**config.mk**
```make
export PLATFORM = sky130hd
export DESIGN_NAME = multi_ctrl_fsm_flat
export DESIGN_NICKNAME = d
export VERILOG_FILES = /design/src/rtl/multi_ctrl_fsm_if.sv /design/src/rtl/multi_ctrl_fsm.sv /design/src/flat_wrapper.sv
export SDC_FILE = /design/constraint.sdc
export NUM_CORES = 1
export LEC_CHECK = 0
export CAP_MARGIN = 40
export CORE_MARGIN = 8
export CORE_UTILIZATION = 28
export CTS_CLUSTER_DIAMETER = 200
export DETAILED_ROUTE_END_ITERATION = 8
export PLACE_DENSITY = 0.78
export SLEW_MARGIN = 5
export SYNTH_ARGS = -nofsm -noshare
export SYNTH_HDL_FRONTEND = slang
export SYNTH_SLANG_ARGS = --single-unit
```
**constraint.sdc**
```tcl
create_clock -name ctrl_bus_clk -period 1.7 [get_ports ctrl_bus_clk]
set_input_delay 0.34 -clock ctrl_bus_clk [delete_from_list [all_inputs] [get_ports ctrl_bus_clk]]
set_output_delay 0.34 -clock ctrl_bus_clk [all_outputs]
set_load 0.02 [all_outputs]
```
**src/rtl/multi_ctrl_fsm_if.sv**
```systemverilog
// Clock/reset bundle shared by the multicycle control unit and datapath.
interface ctrl_bus_if;
    logic clk;
    logic reset;
    modport central (input clk, input reset);
endinterface

```
**src/rtl/multi_ctrl_fsm.sv**
```systemverilog
// Multicycle MIPS control unit: Moore main FSM plus ALU function decoder.
module multi_ctrl_fsm #(
    parameter int N_STATE_BITS = 4
) (
    ctrl_bus_if.central             ctrl_bus,
    input  logic [31:0]             inst,
    input  logic                    zero,
    output logic                    i_or_d,
    output logic                    ireg_enab,
    output logic [1:0]              pc_src,
    output logic                    pc_enab,
    output logic                    mem_to_reg,
    output logic                    reg_dst,
    output logic                    reg_write,
    output logic                    alu_srcA,
    output logic [1:0]              alu_srcB,
    output logic [2:0]              alu_ctrl_sig,
    output logic                    mem_write,
    output logic                    illegal_op,
    output logic [N_STATE_BITS-1:0] state
);

    typedef enum logic [3:0] {
        S_FETCH  = 4'd0,
        S_DECODE = 4'd1,
        S_MEMADR = 4'd2,
        S_MEMRD  = 4'd3,
        S_MEMWB  = 4'd4,
        S_MEMWR  = 4'd5,
        S_EXEC   = 4'd6,
        S_ALUWB  = 4'd7,
        S_BRANCH = 4'd8,
        S_ADDIEX = 4'd9,
        S_ADDIWB = 4'd10,
        S_JUMP   = 4'd11
    } state_t;

    localparam logic [5:0] OP_R    = 6'b000000;
    localparam logic [5:0] OP_LW   = 6'b100011;
    localparam logic [5:0] OP_SW   = 6'b101011;
    localparam logic [5:0] OP_BEQ  = 6'b000100;
    localparam logic [5:0] OP_ADDI = 6'b001000;
    localparam logic [5:0] OP_J    = 6'b000010;

    localparam logic [2:0] ALU_ADD = 3'b010;
    localparam logic [2:0] ALU_SUB = 3'b110;
    localparam logic [2:0] ALU_AND = 3'b000;
    localparam logic [2:0] ALU_OR  = 3'b001;
    localparam logic [2:0] ALU_SLT = 3'b111;

    state_t     r_state;
    logic [5:0] w_op;
    logic [5:0] w_funct;
    logic       w_is_r;
    logic       w_is_lw;
    logic       w_is_sw;
    logic       w_is_beq;
    logic       w_is_addi;
    logic       w_is_j;
    logic       w_funct_ok;
    logic [2:0] w_alu_fn;
    logic       w_pc_write;
    logic       w_branch;
    logic       w_unused;

    assign w_op      = inst[31:26];
    assign w_funct   = inst[5:0];
    assign w_unused  = ^inst[25:6];
    assign w_is_r    = (w_op == OP_R);
    assign w_is_lw   = (w_op == OP_LW);
    assign w_is_sw   = (w_op == OP_SW);
    assign w_is_beq  = (w_op == OP_BEQ);
    assign w_is_addi = (w_op == OP_ADDI);
    assign w_is_j    = (w_op == OP_J);
    assign state     = N_STATE_BITS'(r_state);

    always_comb begin
        w_alu_fn   = ALU_ADD;
        w_funct_ok = 1'b1;
        unique case (w_funct)
            6'b100000: w_alu_fn = ALU_ADD;
            6'b100010: w_alu_fn = ALU_SUB;
            6'b100100: w_alu_fn = ALU_AND;
            6'b100101: w_alu_fn = ALU_OR;
            6'b101010: w_alu_fn = ALU_SLT;
            default:   w_funct_ok = 1'b0;
        endcase
    end

    always_ff @(posedge ctrl_bus.clk or posedge ctrl_bus.reset) begin
        if (ctrl_bus.reset) begin
            r_state <= S_FETCH;
        end else begin
            case (r_state)
                S_FETCH:  r_state <= S_DECODE;
                S_DECODE: begin
                    unique case (1'b1)
                        (w_is_lw | w_is_sw):    r_state <= S_MEMADR;
                        (w_is_r & w_funct_ok):  r_state <= S_EXEC;
                        w_is_beq:               r_state <= S_BRANCH;
                        w_is_addi:              r_state <= S_ADDIEX;
                        w_is_j:                 r_state <= S_JUMP;
                        default:                r_state <= S_FETCH;
                    endcase
                end
                S_MEMADR: r_state <= w_is_lw ? S_MEMRD : S_MEMWR;
                S_MEMRD:  r_state <= S_MEMWB;
                S_EXEC:   r_state <= S_ALUWB;
                S_ADDIEX: r_state <= S_ADDIWB;
                default:  r_state <= S_FETCH;
            endcase
        end
    end

    always_comb begin
        i_or_d       = 1'b0;
        ireg_enab    = 1'b0;
        pc_src       = 2'd0;
        mem_to_reg   = 1'b0;
        reg_dst      = 1'b0;
        reg_write    = 1'b0;
        alu_srcA     = 1'b0;
        alu_srcB     = 2'd0;
        alu_ctrl_sig = ALU_ADD;
        mem_write    = 1'b0;
        illegal_op   = 1'b0;
        w_pc_write   = 1'b0;
        w_branch     = 1'b0;
        case (r_state)
            S_FETCH: begin
                ireg_enab  = 1'b1;
                alu_srcB   = 2'd1;
                w_pc_write = 1'b1;
            end
            S_DECODE: begin
                alu_srcB   = 2'd3;
                illegal_op = ~((w_is_r & w_funct_ok) | w_is_lw | w_is_sw
                             | w_is_beq | w_is_addi | w_is_j);
            end
            S_MEMADR, S_ADDIEX: begin
                alu_srcA = 1'b1;
                alu_srcB = 2'd2;
            end
            S_MEMRD: i_or_d = 1'b1;
            S_MEMWR: begin
                i_or_d    = 1'b1;
                mem_write = 1'b1;
            end
            S_MEMWB: begin
                mem_to_reg = 1'b1;
                reg_write  = 1'b1;
            end
            S_EXEC: begin
                alu_srcA     = 1'b1;
                alu_ctrl_sig = w_alu_fn;
            end
            S_ALUWB: begin
                reg_dst   = 1'b1;
                reg_write = 1'b1;
            end
            S_ADDIWB: reg_write = 1'b1;
            S_BRANCH: begin
                alu_srcA     = 1'b1;
                alu_ctrl_sig = ALU_SUB;
                pc_src       = 2'd1;
                w_branch     = 1'b1;
            end
            S_JUMP: begin
                pc_src     = 2'd2;
                w_pc_write = 1'b1;
            end
            default: ;
        endcase
        pc_enab = w_pc_write | (w_branch & zero);
        // Reset must suppress every state-changing strobe, even in FETCH.
        if (ctrl_bus.reset) begin
            pc_enab    = 1'b0;
            ireg_enab  = 1'b0;
            reg_write  = 1'b0;
            mem_write  = 1'b0;
            illegal_op = 1'b0;
        end
    end

endmodule

```
**src/flat_wrapper.sv**
```systemverilog
// flat-port wrapper written by rule: the top's interface ports become plain ports
module multi_ctrl_fsm_flat 
#(
    parameter int N_STATE_BITS = 4
)
  (inst, zero, i_or_d, ireg_enab, pc_src, pc_enab, mem_to_reg, reg_dst, reg_write, alu_srcA, alu_srcB, alu_ctrl_sig, mem_write, illegal_op, state, ctrl_bus_clk, ctrl_bus_reset);
  ctrl_bus_if ctrl_bus_i ();
  input  logic [31:0] inst;
  input  logic zero;
  output logic i_or_d;
  output logic ireg_enab;
  output logic [1:0] pc_src;
  output logic pc_enab;
  output logic mem_to_reg;
  output logic reg_dst;
  output logic reg_write;
  output logic alu_srcA;
  output logic [1:0] alu_srcB;
  output logic [2:0] alu_ctrl_sig;
  output logic mem_write;
  output logic illegal_op;
  output logic [N_STATE_BITS-1:0] state;
  input wire logic [$bits(ctrl_bus_i.clk)-1:0] ctrl_bus_clk;
  input wire logic [$bits(ctrl_bus_i.reset)-1:0] ctrl_bus_reset;
  assign ctrl_bus_i.clk = ctrl_bus_clk;
  assign ctrl_bus_i.reset = ctrl_bus_reset;
  multi_ctrl_fsm #(.N_STATE_BITS(N_STATE_BITS)) u_core (.ctrl_bus(ctrl_bus_i), .inst(inst), .zero(zero), .i_or_d(i_or_d), .ireg_enab(ireg_enab), .pc_src(pc_src), .pc_enab(pc_enab), .mem_to_reg(mem_to_reg), .reg_dst(reg_dst), .reg_write(reg_write), .alu_srcA(alu_srcA), .alu_srcB(alu_srcB), .alu_ctrl_sig(alu_ctrl_sig), .mem_write(mem_write), .illegal_op(illegal_op), .state(state));
endmodule
```
; ---- Word level (Yosys, flattened, before mapping)
; Cells that the tools add are included.
[op_classes]
n_eq_ne = 21
muxes = 23
bitwise_logic = 10
n_reduce_logical = 8
[op_table]
columns = cell, n
row1 = 6-bit == test (second input constant), 7
row2 = 4-bit case mux with 6 select lines, 1
row3 = 4-bit case mux with 5 select lines, 1
row4 = 4-bit by 3-bit == test with 1-bit output (second input constant), 4
row5 = 4-bit == test (second input constant), 4
row6 = 1-bit 2-to-1 mux, 16
row7 = 3-bit case mux with 4 select lines, 1
row8 = 4-bit by 2-bit == test with 1-bit output (second input constant), 2
row9 = 1-bit OR, 7
row10 = 6-bit by 2-bit == test with 1-bit output (second input constant), 1
row11 = 6-bit by 3-bit == test with 1-bit output (second input constant), 1
row12 = 6-bit by 4-bit == test with 1-bit output (second input constant), 1
row13 = 6-bit zero test, 1
row14 = 2-bit case mux with 3 select lines, 1
row15 = 3-bit case mux with 2 select lines, 1
row16 = 2-bit OR reduction, 3
row17 = 5-bit OR reduction, 1
row18 = 4-bit by 1-bit == test with 1-bit output (second input constant), 1
row19 = 4-bit zero test, 1
row20 = 2-bit case mux with 2 select lines, 1
row21 = 4-bit OR reduction, 1
row22 = 3-bit 2-to-1 mux, 1
row23 = 3-bit OR reduction, 1
row24 = 1-bit AND, 2
row25 = 1-bit NOT, 1
[totals]
reg_bits = 4
in_bits = 35
wordCells = 63

; ---- Logic depth before layout (Yosys ltp)
; Gate-level depths: netlist of the first run.
[logic_depth]
depth_word = 12
depth_mapped = 6

; ---- Worst setup path after synthesis of the first run
; No wires, ideal clock.
[synth_path]
path_type = flip-flop to output port
startpoint = register u_core.r_state[0], in the netlist u_core.state[0]
endpoint = output port ireg_enab
arrival_ps = 1715
slack_ps = -355
stages_incl_launch_ff = 5
n_path_buf = 2
path_cell_list = dfrtp_1 clkbuf_1 or2_2 clkbuf_1 nor4_1
[synth_between]
elab_chain_len = 3
[synth_rtl]
columns = element, line
row1 = start: declaration, multi_ctrl_fsm.sv:51  ; state_t r_state;
row2 = start signal: assignment, multi_ctrl_fsm.sv:106  ; S_MEMADR: r_state <= w_is_lw ? S_MEMRD : S_MEMWR;
row3 = 4-bit zero test, multi_ctrl_fsm.sv:129  ; case (r_state)
row4 = 1-bit 2-to-1 mux, multi_ctrl_fsm.sv:129
row5 = 1-bit 2-to-1 mux, multi_ctrl_fsm.sv:176  ; if (ctrl_bus.reset) begin
row6 = end: declaration, flat_wrapper.sv:11  ; output logic ireg_enab;
; Every way passes these cells.

; ---- Worst setup path after layout of the first run
[layout_path]
startpoint = input port inst[30]
endpoint = output port illegal_op
[layout_between]
elab_chain_len = 10
[layout_rtl]
columns = element, line
row1 = start: declaration, flat_wrapper.sv:8  ; input logic [31:0] inst;
row2 = 6-bit zero test, multi_ctrl_fsm.sv:69  ; assign w_is_r = (w_op == OP_R);
row3 = 1-bit AND, multi_ctrl_fsm.sv:137  ; illegal_op = ~((w_is_r & w_funct_ok) | w_is_lw | w_is_sw
row4 = 1-bit OR (2 in a row), multi_ctrl_fsm.sv:137
row5 = 1-bit OR (2 in a row), multi_ctrl_fsm.sv:138  ; | w_is_beq | w_is_addi | w_is_j);
row6 = 1-bit OR *, multi_ctrl_fsm.sv:138
row7 = 1-bit NOT *, multi_ctrl_fsm.sv:137
row8 = 1-bit 2-to-1 mux *, multi_ctrl_fsm.sv:129
row9 = 1-bit 2-to-1 mux *, multi_ctrl_fsm.sv:176
row10 = end: declaration, flat_wrapper.sv:21  ; output logic illegal_op;
; Mark *: on every way between the ends. The rest lies on a longest branch, timed or not.

==> out/metrics.cfg, run 1 <==
[run_status]
status = finished with violations
failed_checks = negative setup slack

[finish]
area.growth.synth_to_final_pct = 167.0
diodes = 0
finish.net_count = 188
final_area_um2 = 1446
largest_reg_flops = 4
drive_above_1_share = 0.6954
utilization = 0.7605

[detailed_routing]
wl_per_cell_um = 15.20
routed_via_density = 4.949
wl_met3_um = 126
routed_wl_um = 2705
top_layer_used = met4
dr.pass1.iters = 4
met2_length_um = 1531
drc = 0
vias = 881
drtAntennaViolNets = 0
drt_iter0_drc = 8
wl_met1_um = 986

[floorplanning]
die_area_um2 = 3598
die_h_um = 59.99
fp.dieW_um = 59.99
start_util = 0.2849
core_area_um2 = 1902
ios = 55
rows = 16

[worst_setup_path]
end_kind = output port
path_buf_inv = 2
crit_start = inst[30]
worstSetupEndpoint = illegal_op
cp.arrival_ns = 1.56
cpPeakStageDelay_ns = 0.54
startpoint_type = primary input
cp_slowest_cell = or4b_4
critPathRequiredTime_ns = 1.36
ff2ff_path_depth = 6
crit_fanout = 2
rrSetupSlack_ns = 0.42
r2r-end = u_core.state[2]$_DFF_PP0_
cp.depth = 5
critical_path_class = primary input to output port
timing.rr.start = u_core.state[0]$_DFF_PP0_
path_delay_family = simple AND/OR/NAND/NOR gates
cp_cell_sequence = buf_6, or4b_4, nor4_4, nor3_2, buf_4

[place]
dp_hpwl_um = 1867
numPortBuffers = 34
gp_congestion = 0.8220
dpl_cell_area_um2 = 1179

[power_and_ir_drop]
finalPower_mw = 1.270
power_density_nw_per_um2 = 878.1
peakVddDrop_uv = 587.3
power_leakage_nw = 0.6806

[cts]
clk_latency_ns = 0.24
cts_sinks = 4
cts_made_buffers = 3
cts_tree = done
hold_buffers = 0
cts_root_buf = clkbuf_4
htree_levels = 1
clkTransAtPathRegs_ns = 0.04
clockBufferDepth = 2

[sta]
fin_ws_ns = -0.1991
hold_violations = 0
tightest_slew_ns = 0.3480
max_freq_mhz = 526.6
slew_headroom = 0.7662
period_needed_ns = 1.899
timing.setup.tns_ns = -0.5012
setup_violations = 6
clock_skew_ns = 0.009660
slew_viol_final = 0
min_period_over_period = 1.117
rsz0062_at_grt = true

[logic_synthesis]
synth_cells = 77
syn_nets = 112
synthTopCellsByCount = nor2_1 (10), inv_1 (7), nand2b_1 (6)
synth_top_area_share = 0.1848
yosysTopAreaCell = dfrtp_1
yosysSeqAreaShare = 0.1848
ys_warn_count = 0
yosys-top-cells-area = dfrtp_1 (18%), nand2b_1 (6.9%), nor2_1 (6.9%)
synth_ff_type = dfrtp_1
syn-cell-area_um2 = 541.8
syn_area_per_cell_um2 = 7.036
synth_cell_type_count = 35
synth_most_common_cell = nor2_1
async_flop_share = 1.000
ys_seq_elements = 4
synth-edff-count = 0

[flow_run]
cap_violations = 0

[global_routing]
grt_use_total = 0.1426
gr-total-overflow = 0
grt_pass1_wl_um = 3981
grt_max_degree = 12
antenna_found_initial = 0
grt_pass1_vias = 939

[hold_path]
hold_class = primary input to asynchronous set/reset pin

[cell type report]
class	count	area, um^2
Inverter	7	28.78
Sequential cell	4	105.1
Tap cell	27	33.78
Timing Repair Buffer	76	663.1
Multi-Input combinational cell	61	593.1
Clock buffer	3	22.52
Fill cell	123	455.4
[power breakdown]
group | internal, mW | switching, mW | leakage, nW
logic | 0.533 | 0.473 | 0.619
clock network | 0.0791 | 0.0419 | 0.0138
registers | 0.119 | 0.0246 | 0.0473
total | 0.731 | 0.539 | 0.681
[metal layers]
layer / vias up / GRT usage
li1: 424 / -
met1: 415 / 0.1354
met2: 36 / 0.2846
met3: 6 / 0.01935
met4: 0 / 0.07143
met5: - / 0
[worst min-delay path, stage by stage]
cell	delay, ns
dlymetal6s2s_1	0.16
buf_4	0.18
inv_1	0.13
[logic make-up after synthesis]
group	share of synthesized area
and+or+nand+nor	0.4665
AOI/OAI and AO/OA	0.2079
buffers and inverters	0.08777
DFF	0.1848
xor gates and xnor gates	0.03234
muxes	0.02078
[worst min-delay path by stage]
stage	end	from
finish	u_core.state[2]$_DFF_PP0_	ctrl_bus_reset
CTS	u_core.state[2]$_DFF_PP0_	ctrl_bus_reset
global route	u_core.state[2]$_DFF_PP0_	ctrl_bus_reset
detailed placement	u_core.state[0]$_DFF_PP0_	u_core.state[0]$_DFF_PP0_
global placement	u_core.state[0]$_DFF_PP0_	u_core.state[0]$_DFF_PP0_
floorplan	u_core.state[2]$_DFF_PP0_	ctrl_bus_reset
[cells in the final DEF, fill, tap and decap left out, types with 3 or more instances in the layout]
master / count
nor2_4: 6
nand2b_4: 5
nand2_1: 5
nor2_1: 3
clkdlybuf4s15_1: 3
dfrtp_2: 4
clkbuf_4: 3
buf_6: 17
inv_1: 5
dlygate4sd2_1: 9
buf_2: 4
buf_4: 40
[through the flow]
step	hold WS [ns]	setup slack, ns	cells
global route	0.2613	-0.2362	178
floorplan	0.1059	-0.08330	77
global placement	0.6225	-0.8781	164
CTS	0.4944	-0.1632	174
detailed placement	0.6242	-0.9312	164
finish	0.2233	-0.1991	178
[repair_timing]
action | CTS | global route
setup endpoints to repair | 22 | 15
pin swaps | 8 | 9
setup buffers | 7 | 4
gates resized for setup | 134 | 31
endpoints found under the hold margin | 0 | 0
(Power assumes the default switching activity.)
==> run 2: changes to the inputs <==
--- a/config.mk
+++ b/config.mk
@@ -11,6 +11,7 @@
 export CTS_CLUSTER_DIAMETER = 200
 export DETAILED_ROUTE_END_ITERATION = 8
 export PLACE_DENSITY = 0.78
+export RECOVER_POWER = 25
 export SLEW_MARGIN = 5
 export SYNTH_ARGS = -nofsm -noshare
 export SYNTH_HDL_FRONTEND = slang
==> run 2 against run 1 <==
Net effect:
- the flow still finishes with violations (negative setup slack)
- highest routed layer unchanged
- worst setup slack unchanged
- global-route usage is the same
- largest power group unchanged
- clock power hardly changed
- non-clock buffer count stayed put
==> out/metrics.cfg, run 2 (synthesized netlist as in run 1, its figures left out) <==
[run_status]
status = finished with violations
failed_checks = negative setup slack

[power_and_ir_drop]
peakVddDrop_uv = 587.3
swShare = 0.4252
seqPwrFrac = 0.113
power_leakage_nw = 0.6677
clock_power_share = 0.095
p_int_uw = 729.7
power_frac_comb = 0.792
power_density_nw_per_um2 = 881.4
switching_power_uw = 539.7
finalPower_mw = 1.269

[detailed_routing]
drc = 0
routed_wl_um = 2717
routed_via_density = 4.949
vias = 881
dr.pass1.iters = 4
drt_iter0_drc = 8
wl_per_cell_um = 15.26
drtAntennaViolNets = 0

[floorplanning]
die_h_um = 59.99
ios = 55
fp.dieW_um = 59.99
core_area_um2 = 1902
rows = 16
start_util = 0.2849
die_area_um2 = 3598

[cts]
clk_latency_ns = 0.24
cts_tree = done
clockBufferDepth = 2
clkTransAtPathRegs_ns = 0.04
cts_made_buffers = 3
htree_levels = 1
cts_root_buf = clkbuf_4
cts_sinks = 4
hold_buffers = 0

[global_routing]
grt_max_degree = 12
gr-total-overflow = 0
antenna_found_initial = 0
grt_pass1_vias = 939
grt_pass1_wl_um = 3981
grt_use_total = 0.1426

[sta]
fin_ws_ns = -0.1991
rsz0062_at_grt = true
tightest_slew_ns = 0.3823
slew_viol_final = 0
setup_violations = 6
max_freq_mhz = 526.6
hold_violations = 0
clock_skew_ns = 0.009660
period_needed_ns = 1.899
slew_headroom = 0.7451
min_period_over_period = 1.117

[worst_setup_path]
crit_fanout = 2
startpoint_type = primary input
path_delay_family = simple AND/OR/NAND/NOR gates
critPathRequiredTime_ns = 1.36
critical_path_class = primary input to output port
end_kind = output port
cp.arrival_ns = 1.56
cp_cell_sequence = buf_6, or4b_4, nor4_4, nor3_2, buf_4
path_buf_inv = 2
cpPeakStageDelay_ns = 0.54
cp_slowest_cell = or4b_4

[hold_path]
hold_class = primary input to asynchronous set/reset pin

[finish]
area.growth.synth_to_final_pct = 165.8
largest_reg_flops = 4
fillers = 126
layout_common_cells = buf_4 (39), buf_6 (17), dlygate4sd2_1 (9), nor2_4 (6)
final_common_cell = buf_4
drive_above_1_share = 0.6887
final_area_um2 = 1440
diodes = 0
finish.net_count = 188

[flow_run]
cap_violations = 0

[place]
dp_hpwl_um = 1867
numPortBuffers = 34
dpl_cell_area_um2 = 1179
gp_congestion = 0.8220

## run 2: stage by stage
step                utilization  setup slack (ns)  setup TNS [ns]  instances  hold slack [ns]
floorplan                     -          -0.08330         -0.2003         77           0.1059
global placement         0.6197           -0.8781          -6.731        164           0.6225
detailed placement       0.6197           -0.9312          -7.223        164           0.6242
CTS                      0.6934           -0.1632         -0.5564        174           0.4944
global route             0.7572           -0.2362         -0.9593        178           0.5048
finish                   0.7572           -0.1991         -0.5068        178           0.4537
## run 2: layer usage
metal	part of all wire	global-route usage
met2	0.56	0.2846
met1	0.37	0.1354
met3	0.045	0.01935
met4	0.022	0.07143
met5	0	0
## run 2: path summary, 6_finish.rpt
check,from,end,slack [ns],cells past startpoint
max,inst[30],illegal_op,-0.20,5
min,ctrl_bus_reset,u_core.state[2]$_DFF_PP0_,0.45,3
max reg2reg,u_core.state[0]$_DFF_PP0_,u_core.state[2]$_DFF_PP0_,0.42,6
min reg2reg,u_core.state[2]$_DFF_PP0_,u_core.state[0]$_DFF_PP0_,0.73,2
max in group asynchronous,ctrl_bus_reset,u_core.state[0]$_DFF_PP0_,1.07,3
min in group ctrl_bus_clk,inst[28],u_core.state[0]$_DFF_PP0_,0.64,6
## run 2: worst reg2reg max path, stage by stage, from the launching register on
cell,delay (ns)
dfrtp_2,0.40
buf_6,0.13
or2_4,0.25
buf_6,0.13
buf_4,0.12
nand2_1,0.07
a211oi_2,0.05
## run 2: area by class of cell
type                    instances  area (um^2)  share of cell area
clock buffers                   3        22.52             0.01564
multi-input cells              61        593.1              0.4118
flip-flops and latches          4        105.1             0.07298
repair buffers                 76        656.9              0.4561
well taps                      27        33.78             0.02346
inverters                       7        28.78             0.01998
## run 2: power by group through the flow
stage / Combinational [mW] / Sequential (mW) / Clock [mW]
after floorplan: 0.392 / 0.158 / 0
after global placement: 0.728 / 0.132 / 0
after detailed placement: 0.744 / 0.132 / 0
after CTS: 0.857 / 0.138 / 0.123
after global routing: 1.07 / 0.147 / 0.126
final: 1.00 / 0.144 / 0.121
## run 2: what timing repair did
item	in CTS	in global routing
pin swaps	8	9
setup buffers	7	4
gates resized for setup	134	31
setup endpoints to repair	22	15
==> run 3: changes to the inputs <==
--- a/config.mk
+++ b/config.mk
@@ -10,7 +10,7 @@
 export CORE_UTILIZATION = 28
 export CTS_CLUSTER_DIAMETER = 200
 export DETAILED_ROUTE_END_ITERATION = 8
-export PLACE_DENSITY = 0.78
+export PLACE_DENSITY = 0.8
 export RECOVER_POWER = 25
 export SLEW_MARGIN = 5
 export SYNTH_ARGS = -nofsm -noshare
==> run 3 against run 2 <==
Net effect:
- the flow still finishes with violations (negative setup slack)
- first-iteration DRC count increased to 3.4 times the previous value
- non-clock buffer count increased by 1
- cell area shrank 2.8%
- die area unchanged
- count of clock-buffer cells in the layout rose by 1
- largest cell class unchanged
- final cell count is 1.1% higher
- worst setup slack better by 0.036 ns
==> out/metrics.cfg, run 3 (synthesized netlist as in run 1, its figures left out) <==
[hold_path]
hold_class = primary input to asynchronous set/reset pin

[finish]
finish.net_count = 189
drive_above_1_share = 0.6797
seqCellArea_um2 = 105.1
utilization = 0.7362
diodes = 0
area.growth.synth_to_final_pct = 158.4
multi_input_area_um2 = 563.0
final_common_cell = buf_4
fillers = 145
largest_reg_flops = 4
layout_common_cells = buf_4 (42), buf_6 (16), dlygate4sd2_1 (8), nor2_4 (6), inv_1 (6)

[detailed_routing]
wl_per_cell_um = 17.25
routed_via_density = 5.128
dr.pass1.iters = 4
drc = 0
drtAntennaViolNets = 0
vias = 923
drt_iter0_drc = 27
routed_wl_um = 3105

[worst_setup_path]
startpoint_type = primary input
end_kind = output port
crit_fanout = 2
ff2ff_path_depth = 3
timing.rr.start = u_core.state[3]$_DFF_PP0_
cp.arrival_ns = 1.52
rrSetupSlack_ns = 0.37
critical_path_class = primary input to output port
r2r-end = u_core.state[1]$_DFF_PP0_
critPathRequiredTime_ns = 1.36
crit_start = inst[28]

[power_and_ir_drop]
power_leakage_nw = 0.6680
p_int_uw = 734.6
swShare = 0.4303
clock_power_share = 0.110
power_frac_comb = 0.780
finalPower_mw = 1.289
peakVddDrop_uv = 625.2
power_density_nw_per_um2 = 920.9
switching_power_uw = 554.8
seqPwrFrac = 0.110

[floorplanning]
ios = 55
start_util = 0.2849
core_area_um2 = 1902
rows = 16
die_area_um2 = 3598
die_h_um = 59.99
fp.dieW_um = 59.99

[sta]
rsz0062_at_grt = true
tightest_slew_ns = 0.3376
fin_ws_ns = -0.1630
setup_violations = 9
period_needed_ns = 1.863
hold_violations = 0
clock_skew_ns = 0.004660
slew_headroom = 0.7714
slew_viol_final = 0
max_freq_mhz = 536.8
min_period_over_period = 1.096

[cts]
htree_levels = 1
clockBufferDepth = 2
clk_latency_ns = 0.25
clkTransAtPathRegs_ns = 0.05
cts_root_buf = clkbuf_4
cts_sinks = 4
cts_made_buffers = 3
cts_tree = done
hold_buffers = 0

[global_routing]
grt_max_degree = 12
antenna_found_initial = 0
grt_pass1_vias = 932
gr-total-overflow = 0
grt_pass1_wl_um = 4257
grt_use_total = 0.1565

[run_status]
failed_checks = negative setup slack
status = finished with violations

[place]
dp_hpwl_um = 1960
numPortBuffers = 34
gp_congestion = 0.8504

[flow_run]
cap_violations = 0

## run 3: metrics by stage
step | cell area [um^2] | setup TNS [ns] | worst slack, ns | std cells | hold slack (ns)
after floorplan | 619.3 | -0.2003 | -0.08330 | 77 | 0.1059
after global placement | 1186 | -6.723 | -0.8813 | 165 | 0.6204
after detailed placement | 1186 | -7.433 | -0.9452 | 165 | 0.6267
after CTS | 1282 | -0.6177 | -0.1613 | 172 | 0.4789
after global routing | 1400 | -1.251 | -0.2132 | 180 | 0.5368
final | 1400 | -0.7290 | -0.1630 | 180 | 0.5136
## run 3: power by group through the flow
stage	Clock (mW)	Sequential [mW]	Combinational (mW)
after global placement	0	0.131	0.732
after detailed placement	0	0.132	0.751
after CTS	0.137	0.137	0.798
final	0.141	0.142	1.01
after global routing	0.155	0.145	1.06
after floorplan	0	0.158	0.392
## run 3: cell type report
class / instances / area share
Tap cell: 27 / 0.02413
Multi-Input combinational cell: 61 / 0.4021
Inverter: 7 / 0.01877
Sequential cell: 4 / 0.07507
Timing Repair Buffer: 77 / 0.4611
Clock buffer: 4 / 0.01877
## run 3: repair_timing
| item | in CTS | in global routing |
|---|---|---|
| pin swaps | 7 | 9 |
| gates resized for setup | 132 | 28 |
| setup buffers | 5 | 10 |
| gates cloned | 0 | 0 |
| setup endpoints to repair | 23 | 17 |
## run 3: worst max path at each step
| stage | to | slack [ns] | cells past startpoint |
|---|---|---|---|
| 2_1_floorplan | pc_enab | -0.08 | 6 |
| 3_3_place_gp | illegal_op | -0.88 | 5 |
| 3_5_place_dp | illegal_op | -0.95 | 5 |
| 4_1_cts | illegal_op | -0.16 | 5 |
| 5_1_grt | alu_ctrl_sig[2] | -0.21 | 6 |
| 6_report | illegal_op | -0.16 | 5 |
## run 3: worst max-delay path, cell delays in order
cell and delay (ns):
buf_6 0.09, or4b_4 0.54, nor4_4 0.32, nor3_2 0.06, buf_4 0.16
## run 3: routing by layer
layer	share of wire	vias to the layer above	GRT usage	wire, um
li1	-	431	-	-
met1	0.35	451	0.1242	1099
met2	0.58	34	0.3077	1798
met3	0.048	7	0.04731	150
met4	0.018	0	0.1156	57
met5	0	-	0	0
